`src/rtl/em_buf_free_list.sv`:
```
// Free pool of edit-memory buffer pointers kept as a pointer FIFO, self-filled with 0..NUM_BUFS-1 after reset.
// Alloc ack/nack and overflow pulse 2 cycles after the strobe; no backpressure, refused requests nack and excess releases drop.
module em_buf_free_list #(
    parameter int BPTR_NBITS = 4,
    parameter int NUM_BUFS   = 1 << BPTR_NBITS
) (
    input  logic                  clk,
    input  logic                  rst_n,
    input  logic                  em_rel_buf_valid,
    input  logic [BPTR_NBITS-1:0] em_rel_buf_ptr,
    input  logic                  buf_alloc_req,
    output logic                  buf_alloc_ack,
    output logic [BPTR_NBITS-1:0] buf_alloc_ptr,
    output logic                  buf_alloc_nack,
    output logic                  free_buf_avail,
    output logic [BPTR_NBITS:0]   free_buf_count,
    output logic                  init_done,
    output logic                  fl_overflow_err
);

    localparam logic [0:0] ST_INIT = 1'b0;
    localparam logic [0:0] ST_RUN  = 1'b1;

    localparam logic [BPTR_NBITS:0]   FULL_CNT = (BPTR_NBITS+1)'(NUM_BUFS);
    localparam logic [BPTR_NBITS-1:0] LAST_IDX = BPTR_NBITS'(NUM_BUFS - 1);
    localparam logic [BPTR_NBITS-1:0] PTR_ONE  = BPTR_NBITS'(1);

    logic [0:0]            state;
    logic [BPTR_NBITS-1:0] rd_ptr;
    logic [BPTR_NBITS-1:0] wr_ptr;
    logic [BPTR_NBITS:0]   count;
    logic                  rel_q;
    logic [BPTR_NBITS-1:0] rel_ptr_q;
    logic                  acc_q;
    logic                  nck_q;
    logic [BPTR_NBITS-1:0] rd_dat;
    logic [BPTR_NBITS-1:0] mem [NUM_BUFS];

    logic                  running;
    logic                  alloc_accept;
    logic                  rel_commit;
    logic                  rel_drop;
    logic                  mem_wen;
    logic [BPTR_NBITS-1:0] mem_wdat;

    // Releases commit in the same cycle they are checked, so count already
    // holds every earlier commit and is the pending count for the full test.
    always_comb begin
        running      = (state == ST_RUN);
        alloc_accept = buf_alloc_req & running & (count != '0);
        rel_commit   = rel_q & running & (count != FULL_CNT);
        rel_drop     = rel_q & ~rel_commit;
        mem_wen      = ~running | rel_commit;
        mem_wdat     = running ? rel_ptr_q : wr_ptr;
    end

    // Pointer storage: registered read, no reset on the array itself.
    always_ff @(posedge clk) begin
        if (mem_wen) begin
            mem[wr_ptr] <= mem_wdat;
        end
        rd_dat <= mem[rd_ptr];
    end

    always_ff @(posedge clk or negedge rst_n) begin
        if (!rst_n) begin
            state           <= ST_INIT;
            rd_ptr          <= '0;
            wr_ptr          <= '0;
            count           <= '0;
            rel_q           <= 1'b0;
            rel_ptr_q       <= '0;
            acc_q           <= 1'b0;
            nck_q           <= 1'b0;
            buf_alloc_ack   <= 1'b0;
            buf_alloc_ptr   <= '0;
            buf_alloc_nack  <= 1'b0;
            free_buf_avail  <= 1'b0;
            free_buf_count  <= '0;
            init_done       <= 1'b0;
            fl_overflow_err <= 1'b0;
        end else begin
            if (mem_wen) begin
                wr_ptr <= wr_ptr + PTR_ONE;
            end
            if (alloc_accept) begin
                rd_ptr <= rd_ptr + PTR_ONE;
            end

            if (!running) begin
                if (wr_ptr == LAST_IDX) begin
                    state <= ST_RUN;
                    count <= FULL_CNT;
                end
            end else begin
                count <= count + {{BPTR_NBITS{1'b0}}, rel_commit}
                               - {{BPTR_NBITS{1'b0}}, alloc_accept};
            end

            rel_q     <= em_rel_buf_valid;
            rel_ptr_q <= em_rel_buf_ptr;
            acc_q     <= alloc_accept;
            nck_q     <= buf_alloc_req & ~alloc_accept;

            buf_alloc_ack   <= acc_q;
            buf_alloc_ptr   <= acc_q ? rd_dat : '0;
            buf_alloc_nack  <= nck_q;
            fl_overflow_err <= rel_drop;
            free_buf_count  <= count;
            free_buf_avail  <= running & (count != '0);
            init_done       <= running;
        end
    end

endmodule

```
`config.mk`:
```
export PLATFORM = sky130hd
export DESIGN_NAME = em_buf_free_list
export DESIGN_NICKNAME = d
export VERILOG_FILES = /design/src/rtl/em_buf_free_list.sv
export SDC_FILE = /design/constraint.sdc
export NUM_CORES = 1
export LEC_CHECK = 0
export ABC_AREA = 1
export CELL_PAD_IN_SITES_DETAIL_PLACEMENT = 0
export CELL_PAD_IN_SITES_GLOBAL_PLACEMENT = 1
export CORE_MARGIN = 2
export CORE_UTILIZATION = 50
export CTS_CLUSTER_DIAMETER = 120
export DETAILED_ROUTE_END_ITERATION = 8
export DONT_BUFFER_PORTS = 1
export PLACE_DENSITY = 0.78
export SLEW_MARGIN = 5
export SYNTH_ARGS = -nofsm -noshare
export SYNTH_HDL_FRONTEND = slang
export SYNTH_SLANG_ARGS = --single-unit
```
`constraint.sdc`:
```
create_clock -name clk -period 3 [get_ports clk]
set_input_delay 0.45 -clock clk [delete_from_list [all_inputs] [get_ports clk]]
set_output_delay 0.45 -clock clk [all_outputs]
set_load 0.01 [all_outputs]
```
==> flow_summary.json <==
{
  "hp-class": "in -> reg",
  "path_max_fanout": 6,
  "layout-drive-gt1-share_pct": 7.111,
  "worstPathRequired_ps": 3280,
  "drt-total-wl_um": 8685,
  "ir_worst_vdd_v": 0.0004375,
  "rows": 34,
  "crit_chain": "inv_1 > ha_1 > nand4_1 > nand3_2 > inv_1 > ha_1 > inv_1 > ha_1 > inv_1 > fa_1 > inv_1 > nand2_1 > nand2_1 > nand2_1 > nand2_1 > nand3_1 > nand2_1 > inv_1",
  "dpl.cell_count": 540,
  "die-width_um": 98.70,
  "cp_slowest_cell": "dfrtp_1",
  "synth_nets": 458,
  "multi_input_area_mm2": 0.001190,
  "fillCellCount": 758,
  "pin_count": 22,
  "portBuffers": 0,
  "antenna_found_initial": 0,
  "crit_family": "adder cells",
  "cts_sinks": 103,
  "dieArea_mm2": 0.009742,
  "ys_seq_area_share_pct": 64.17,
  "diodes": 0,
  "fin_util_pct": 54.96,
  "fmax_mhz": 374.6,
  "stdcell_count": 558,
  "syn_to_final_growth_pct": 6.892,
  "final_common_cell": "nand2_1",
  "run_status": "finished clean",
  "htreeDepth": 3,
  "drtPass1Iterations": 5,
  "layout_common_cells": "nand2_1 (129), inv_1 (75), edfxtp_1 (64), nand3_1 (61), dfrtp_1 (35)",
  "netlist_area_mm2": 0.004484,
  "clkSlewWorstSetupHoldPaths_ps": 110,
  "netlist_instances": 438,
  "clk-insertion-delay-late_ps": 380,
  "rsz0062_at_grt": "no",
  "slew_viol_final": 0,
  "die_y_um": 98.70,
  "gp_congestion": 0.7677,
  "grt_pass1_vias": 2753,
  "vias": 2840,
  "cap_violations": 0,
  "route.detailed.drc": 0,
  "worstSetupPathType": "reg -> reg",
  "drt.antenna.violating_nets": 0,
  "ys_types": 26,
  "fin_setup_tns_ps": 0,
  "syn_avg_cell_area_um2": 10.24,
  "cp_common_cell": "inv_1",
  "hold_violations": 0,
  "p_per_area_mw_per_mm2": 879.2,
  "timing.final.crit_share_pct": 88.99,
  "p_leak_nw": 2.230,
  "ys_seq_elements": 103,
  "slew_headroom_pct": 50.22,
  "via_per_inst": 5.090,
  "drt_iter0_drc": 157,
  "cts_tree": "built",
  "fin_worst_skew_ps": 16.07,
  "worst_ep_arrival_time_ps": 2950,
  "grt_pass1_wl_um": 14450,
  "slowest_delay_ps": 410,
  "nNetsFinal": 465,
  "cp-start-kind": "flip-flop",
  "core_mm2": 0.008721,
  "yosysWarningCount": 0,
  "grt_max_degree": 36,
  "area.sequential_mm2": 0.002878,
  "root_buffer": "clkbuf_8",
  "end_kind": "flip-flop",
  "max_slew.worst_pin.slew_ps": 746.7,
  "cts_buffer_depth": 2,
  "path_buf_inv": 6,
  "cts_resized": 0,
  "hpwlAfterDp_um": 5995,
  "grt_usage_pct": 19.23,
  "start_util_pct": 51.42,
  "period_minus_slack_ps": 2670,
  "finalSetupViolCount": 0,
  "grt_overflow": 0,
  "wl_per_cell_um": 15.56,
  "cts_made_buffers": 9
}
[state kept, by name (all words and copies together), names as in the netlist]
register,flops
count,5
rel_ptr_q,4
running,1
rd_ptr,4
rd_dat,4
fl_overflow_err,1
wr_ptr,4
free_buf_avail,1
free_buf_count,5
rel_q,1
buf_alloc_ptr,4
acc_q,1
mem,64
buf_alloc_nack,1
init_done,1
nck_q,1
buf_alloc_ack,1
[cell usage after synthesis (all sizes together)]
master | n | share of area [%]
a21boi | 1 | 0.17
a21oi | 1 | 0.11
buf | 13 | 2.7
dfrtp | 35 | 20
dfxtp | 4 | 1.8
edfxtp | 64 | 43
fa | 1 | 0.45
ha | 11 | 3.1
inv | 78 | 6.6
nand2 | 130 | 11
nand3 | 63 | 7.4
nand4 | 2 | 0.42
nor2 | 20 | 1.7
o21ai | 7 | 0.78
o22ai | 2 | 0.28
or2 | 1 | 0.14
xnor2 | 1 | 0.20
xor2 | 4 | 0.78
[kinds of logic after synthesis]
group | share of synthesized area [%]
compound gates | 1.339
xor+xnor | 0.9765
fa+ha+maj | 3.516
buf+inv | 9.292
flops | 64.17
simple gates | 20.70
[what timing repair did]
action                                 4_1_cts  5_1_grt
buffers inserted                             0        0
endpoints found under the hold margin       35        0
hold buffers                                 2        0
[final cells by class]
cell class | count | share of cell area, %
Multi-Input combinational cell | 244 | 24.82
Sequential cell | 103 | 60.04
Tap cell | 108 | 2.819
Clock inverter | 7 | 1.801
Clock buffer | 9 | 2.584
Timing Repair Buffer | 9 | 1.723
Inverter | 78 | 6.212
[worst paths after layout]
check	from	endpoint	slack, ps	cells after the start
max in group asynchronous	rst_n	wr_ptr[2]	2280	2
worst max-delay path	count[3]	count[4]	330	18
worst min register to register	nck_q	buf_alloc_nack	380	0
min in group asynchronous	rst_n	buf_alloc_ack	520	2
worst min-delay path	em_rel_buf_ptr[2]	rel_ptr_q[2]	90	0
worst max register to register	count[3]	count[4]	330	18
[per-layer routing]
metal  up-vias  global-route usage (%)  wire [um]
met5         -                       0          0
met4         0                   4.953         87
met3        10                   3.972        379
met2        67                   31.19       4207
met1      1363                   26.82       4011
li1       1400                       -          -
[stage by stage]
| step | power, W | instance area, um2 | hold slack (ps) | worst slack (ps) |
|---|---|---|---|---|
| detailed placement | 0.003350 | 4553 | 155.0 | 375.8 |
| floorplan | 0.003068 | 4484 | 154.4 | 640.1 |
| global route | 0.004504 | 4793 | 71.59 | 129.8 |
| finish | 0.004214 | 4793 | 93.92 | 330.2 |
| global placement | 0.003335 | 4553 | 155.1 | 455.1 |
| CTS | 0.004237 | 4793 | 78.62 | 338.4 |
[report_power, final]
part	switching [W]	internal [W]	leakage, nW
Combinational	0.000867	0.000452	1.10
Clock	0.000547	0.000338	0.105
Sequential	0.000252	0.00176	1.03
Total	0.00167	0.00255	2.23
No activity file was read; power rests on OpenSTA's default activity.
